<file path="config.mk">
export PLATFORM = sky130hd
export DESIGN_NAME = counter_ctrl
export DESIGN_NICKNAME = d
export VERILOG_FILES = /design/src/rtl/counter_pkg.sv /design/src/rtl/tick_gen.sv /design/src/rtl/counter_ctrl.sv
export SDC_FILE = /design/constraint.sdc
export NUM_CORES = 1
export LEC_CHECK = 0
export CORE_MARGIN = 2
export CORE_UTILIZATION = 35
export CTS_CLUSTER_DIAMETER = 100
export CTS_CLUSTER_SIZE = 40
export DETAILED_ROUTE_END_ITERATION = 6
export RECOVER_POWER = 100
export SYNTH_ARGS = -nofsm -noshare
export SYNTH_HDL_FRONTEND = slang
export SYNTH_SLANG_ARGS = --single-unit
</file>
<file path="constraint.sdc">
create_clock -name clk -period 2.4 [get_ports clk]
set_clock_uncertainty 0.05 [all_clocks]
set_input_delay 0.48 -clock clk [delete_from_list [all_inputs] [get_ports clk]]
set_output_delay 0.48 -clock clk [all_outputs]
set_load 0.02 [all_outputs]
</file>
<file path="src/rtl/counter_pkg.sv">
// Shared widths and FSM state encoding for the counter controller slice.
package counter_pkg;

   localparam int unsigned CNT_W = 6;
   localparam int unsigned PRE_W = 27;

   typedef enum logic [1:0] {
      IDLE  = 2'b00,
      RUN   = 2'b01,
      PAUSE = 2'b10,
      DONE  = 2'b11
   } ctrl_state_e;

endpackage

</file>
<file path="src/rtl/tick_gen.sv">
// Prescaler: counts 0..DIV_MAX while run is high; tick flags the terminal count.
module tick_gen
   import counter_pkg::*;
#(
   parameter int unsigned DIV_MAX = 99_999_999
) (
   input  logic clk,
   input  logic rst,
   input  logic clr,
   input  logic run,
   output logic tick
);

   logic [PRE_W-1:0] p_q, p_d;

   assign tick = (p_q == PRE_W'(DIV_MAX));

   always_comb begin
      p_d = p_q;
      if (clr) begin
         p_d = '0;
      end else if (run) begin
         p_d = tick ? '0 : p_q + PRE_W'(1);
      end
   end

   always_ff @(posedge clk or negedge rst) begin
      if (!rst) begin
         p_q <= '0;
      end else begin
         p_q <= p_d;
      end
   end

endmodule

</file>
<file path="src/rtl/counter_ctrl.sv">
// Run/pause/step controller issuing prescaled single-cycle enables to a 6-bit counter.
// Step requests are honoured only when COUNTER_CTRL_STEP_EN is defined.
module counter_ctrl
   import counter_pkg::*;
#(
   parameter int unsigned           DIV_MAX = 99_999_999,
   parameter logic [CNT_W-1:0]      TERM    = 6'd63
) (
   input  logic             clk,
   input  logic             rst,
   input  logic             start,
   input  logic             stop,
   input  logic             step,
   input  logic             mode_wrap,
   input  logic [CNT_W-1:0] cnt_in,
   output logic             cnt_en,
   output logic [1:0]       state,
   output logic             done
);

   ctrl_state_e state_q, state_d;
   logic        cnt_en_q, cnt_en_d;
   logic        done_q;
   logic        arm_q;
   logic        req_start_c, req_stop_c, req_step_c;
   logic        run_c, clr_c, tick_c, at_term_c;

   // Requests are masked on the first edge after reset release.
   assign req_start_c = arm_q & start;
   assign req_stop_c  = arm_q & stop;

`ifdef COUNTER_CTRL_STEP_EN
   assign req_step_c = arm_q & step;
`else
   logic unused_step;
   assign unused_step = step;
   assign req_step_c  = 1'b0;
`endif

   // Prescaler resumes from its held value out of PAUSE; IDLE and DONE park it at zero.
   assign run_c     = (state_q == RUN) && !req_stop_c;
   assign clr_c     = (state_q == IDLE) || (state_q == DONE);
   assign at_term_c = !mode_wrap && (cnt_in == TERM);

   tick_gen #(
      .DIV_MAX (DIV_MAX)
   ) u_tick_gen (
      .clk  (clk),
      .rst  (rst),
      .clr  (clr_c),
      .run  (run_c),
      .tick (tick_c)
   );

   always_comb begin
      state_d  = state_q;
      cnt_en_d = 1'b0;
      unique case (state_q)
         IDLE, PAUSE: begin
            if (req_stop_c) begin
               state_d = state_q;
            end else if (req_start_c) begin
               state_d = RUN;
            end else if (req_step_c) begin
               state_d  = PAUSE;
               cnt_en_d = 1'b1;
            end
         end
         RUN: begin
            if (req_stop_c) begin
               state_d = PAUSE;
            end else if (tick_c) begin
               if (at_term_c) begin
                  state_d = DONE;
               end else begin
                  cnt_en_d = 1'b1;
               end
            end
         end
         DONE: begin
            if (req_stop_c) begin
               state_d = IDLE;
            end else if (req_step_c) begin
               state_d  = PAUSE;
               cnt_en_d = 1'b1;
            end
         end
         default: state_d = IDLE;
      endcase
   end

   always_ff @(posedge clk or negedge rst) begin
      if (!rst) begin
         state_q  <= IDLE;
         cnt_en_q <= 1'b0;
         done_q   <= 1'b0;
         arm_q    <= 1'b0;
      end else begin
         state_q  <= state_d;
         cnt_en_q <= cnt_en_d;
         done_q   <= (state_d == DONE);
         arm_q    <= 1'b1;
      end
   end

   assign cnt_en = cnt_en_q;
   assign state  = state_q;
   assign done   = done_q;

endmodule

</file>
[Word level (Yosys, flattened, before mapping)]
Cells that the tools add are included.
Operators by class
  add/sub/neg operators: 1
  equality and inequality tests: 6
  muxes and demuxes: 14
  bitwise logic cells: 2
  reductions and logical operators: 9
Operators by type and width (count)
  $mux 27: 3
  $add 27x1->27 const B: 1
  $eq 27x27->1 const B: 1
  $mux 2: 6
  $eq 2x2->1 const B: 3
  $eq 6x6->1 const B: 1
  $pmux 2 s3: 1
  $mux 1: 3
  $reduce_or 3->1: 1
  $and 1x1->1: 2
  $eq 2x1->1 const B: 1
  $logic_and 1x1->1: 2
  $logic_not 1->1: 2
  $logic_not 2->1: 1
  $pmux 1 s2: 1
  $reduce_bool 2->1: 1
  $reduce_or 2->1: 1
  $logic_or 1x1->1: 1
Word-level totals
  register bits after elaboration: 32
  input port bits: 12

[Logic depth before layout (Yosys ltp)]
  depth in word-level cells: 7
  depth in mapped cells: 7
  depth with buffers taken out: 7

[Modules after synthesis]
A second synthesis with hierarchy kept.
Second synthesis, totals
  cell total of the unflattened synthesis: 201
  area total of the unflattened synthesis: 1848.0 um^2
Modules (own cells, without submodules)
  tick_gen: instances 1, cells each 170, area each 1537.7 um^2, seq. area each 675.6 um^2
  counter_ctrl: instances 1, cells each 31, area each 310.3 um^2, seq. area each 125.1 um^2

[Worst setup path after synthesis]
Ideal clock, no wire load.
  path kind: register to register
  start point: reg u_tick_gen.p_q[0]
  end point: reg u_tick_gen.p_q[20]
  arrival time: 1.926 ns
  data required time: 2.267 ns
  slack: 0.341 ns
  cell stages (with the launch flop): 7
  period minus slack after synthesis: 2.059 ns
  cells stage by stage: dfrtp_1 -> ha_1 -> and3_2 -> nand4_1 -> or4_4 -> or4_1 -> o21ai_0
On the way
  cells in the longest elaborated chain, start to end: 4
  elaborated cells on any way between the ends: 5
  classes of those cells: add/sub: 1; eq/ne: 1; mux: 3
RTL lines
  start: declaration: RTL line tick_gen.sv:14  | logic [PRE_W-1:0] p_q, p_d;
  start signal: assignment: RTL line tick_gen.sv:31  | p_q <= p_d;
  $add 27x1->27 or $eq 27x27->1 (tied branches): RTL line tick_gen.sv:23, tick_gen.sv:16
  $mux 27 (*): RTL line tick_gen.sv:23  | p_d = tick ? '0 : p_q + PRE_W'(1);
  $mux 27 (*): RTL line tick_gen.sv:22  | end else if (run) begin
  $mux 27 (*): RTL line tick_gen.sv:20  | if (clr) begin
Mark *: on every way between the ends. The rest lies on a longest branch, timed or not. The select of a mux whose other input is x is not followed.
A chain may end at the register's enable or synchronous reset.

[Worst setup path after layout]
  start point: reg u_tick_gen.p_q[1]
  end point: reg u_tick_gen.p_q[20]
The elaborated chain is that of the path after synthesis.

==> qor.txt <==
status: finished clean
startpoint types: flop
Critical Path Fanout Max: 5
Post-synth top cells: dfrtp_1 (32), nor2_1 (23), nand2_1 (19), a21oi_1 (16), nand3_1 (15)
CTS HTree Levels: 2
grt ovf: 0
Total Routing Usage GR: 0.165
Routed WL per cell: 14.0 um
area leader, netlist: dfrtp_1
most common cell in the netlist: dfrtp_1
Clock Sink Count: 32
Crit Path Category: reg2reg
Avg Cell Area, Syn: 8.91 um2
switching share of power: 0.386
Final Hold Vio Count: 0
final wirelength: 4.34 mm
Tcrit/Tclk final: 0.940
initial antenna violation count: 0
largest buffer count on any clock path: 2
# setup viols final: 0
EDFF count, synth: 0
post-route ant nets: 0
Place WS: 0.0707 ns
Final WS setup: 0.144 ns
crit path launch: u_tick_gen.p_q[1]
synth unique cells: 46
Slew Limit Fails: 0
Residual DRC: 0
Arrival @ worst endpoint: 2.42 ns
number of global-route vias before repair: 1,708
first-pass GRT wire length: 7.98 mm
Placeable Area: 5200 um2
postcts setup bufs: 0
combinational power share: 0.417
crit path capture type: flop
Async S/R FF share, synth: 1.00
WP data required: 2.56 ns
beginning of the worst hold path: u_tick_gen.p_q[7]
worst-margin pin slew: 0.804 ns
Initial Util: 0.368
Hold Path Sink: u_tick_gen.p_q[7]
Post-CTS Hold Fix Bufs: 0
GP Congestion: 0.768
Max VDD drop: 0.361 mV
top cell type's share of synthesized area: 0.418
row count: 26
Num CTS Buffers: 5
height of the die: 78.0 um
root buf cell: clkbuf_8
Sw Pwr: 0.000670 W
R2R depth: 6
Min Hold Slack: 0.486 ns
layout cells sized above 1: 0.112
Worst-Skew Late Latency: 0.29 ns
Max-Cap Viols: 0
worst hold stages: 1
post-route minimum period: 2.26 ns
Worst slew margin: 0.464
final setup TNS: 0 ns
RSZ-0062 raised after global routing: false
PortBufs: 14
warnings from Yosys: 0
Syn Inst Count: 215
Max Fclk: 0.443 GHz
fin area: 2260 um2
sequential power share: 0.348
Synth area leaders: dfrtp_1 (42%), nor2_1 (4.5%), a21oi_1 (4.2%)
Syn Nets: 231
worst reg-to-reg setup slack: 0.14 ns
DP Wirelength: 3.15 mm
drt first pass iters: 4
pwr dens: 766 nW/um2
Post-Syn Area: 1920 um2
DIE AREA: 6080 um2
I/O pins: 16
hold crit path type: reg2reg
Area Overhead vs Synth: 18.2%
R2R Path End: u_tick_gen.p_q[20]
Starting DRT DRC Count: 123
clk slew on worst S/H paths: 0.07 ns
die width: 78.0 um
Leak: 0.874 nW
Internal: 0.00107 W
post-cts gate resize count: 0
CTS tree: done
vias per inst: 5.32
Seq/Total Area, Yosys: 0.418
via count: 1,655
largest net degree at the start of global routing: 33
Placed Area: 2190 um2
nets: 256
Yosys reg bits: 32
Clock power frac: 0.235
Ant. Diodes: 0
final core occ: 0.435
RR Startpoint: u_tick_gen.p_q[1]
main flop type after synthesis: dfrtp_1
-- cell usage in the layout, fill, tap and decap left out, drive strengths merged, types with 2 or more instances in the layout --
cell / count
dfrtp: 32
nor2: 23
nand2: 19
a21oi: 16
nand3: 16
o21ai: 13
nand4: 10
nand2b: 10
clkbuf: 10
clkdlybuf4s50: 9
or4: 9
xor2: 7
buf: 6
dlygate4sd3: 5
nor4: 5
and4: 5
or3: 4
xnor2: 4
ha: 4
or2: 3
clkinv: 3
inv: 2
nor2b: 2
nor3b: 2
nor4b: 2
nor3: 2
mux2i: 2
and3: 2
-- metal layers --
metal	wire length, um	part of all wire	GRT usage
met1	2160	0.50	0.219
met2	2060	0.48	0.272
met3	79	0.018	0.0349
met4	36	0.0083	0.0491
met5	0	0	0
-- state kept, by name, summed over array words and instances, names as in the netlist --
signal          flops
arm_q               1
cnt_en              1
done                1
state               2
u_tick_gen.p_q     27
-- stage by stage --
step | power [W] | instances
2_1_floorplan | 0.00105 | 215
3_3_place_gp | 0.00136 | 303
3_5_place_dp | 0.00136 | 303
4_1_cts | 0.00178 | 311
5_1_grt | 0.00186 | 311
6_report | 0.00174 | 311
-- cell families after synthesis --
| group | after synthesis | share of synthesized area |
|---|---|---|
| DFF | 32 | 0.418 |
| xor gates and xnor gates | 11 | 0.0503 |
| adders and majority gates | 4 | 0.0261 |
| muxes | 3 | 0.0163 |
| and+or+nand+nor | 119 | 0.359 |
| AOI/OAI and AO/OA | 36 | 0.108 |
| other | 1 | 0.00196 |
| buffers and inverters | 9 | 0.0202 |
-- power groups by stage --
stage | Combinational, W | Clock, W | Sequential (W)
floorplan | 0.000418 | 0 | 0.000636
finish | 0.000723 | 0.000408 | 0.000604
global placement | 0.000743 | 0 | 0.000614
detailed placement | 0.000750 | 0 | 0.000615
global route | 0.000815 | 0.000441 | 0.000608
CTS | 0.000750 | 0.000425 | 0.000605
-- worst max-delay path by stage --
stage / to / slack (ns) / cells after the start
floorplan: u_tick_gen.p_q[20] / 0.34 / 6
global placement: u_tick_gen.p_q[11] / 0.12 / 5
detailed placement: u_tick_gen.p_q[3] / 0.07 / 5
CTS: u_tick_gen.p_q[20] / 0.14 / 6
global route: u_tick_gen.p_q[24] / 0.005 / 6
finish: u_tick_gen.p_q[20] / 0.14 / 6
-- worst max-delay path, cell delays in order, from the launching register on --
cell and delay [ns]:
dfrtp_1 0.40, ha_1 0.20, and3_2 0.23, nand4_1 0.22
or4_4 0.60, or4_1 0.40, o21ai_0 0.08
-- layout make-up --
cell class | count | area (um2)
fillers | 532 | 2940
multi-input cells | 174 | 1080
flip-flops and latches | 32 | 801
repair buffers | 25 | 205
well taps | 70 | 87.6
clock buffers | 5 | 68.8
clock inverters | 3 | 18.8
inverters | 2 | 7.51
(Power assumes the default switching activity.)
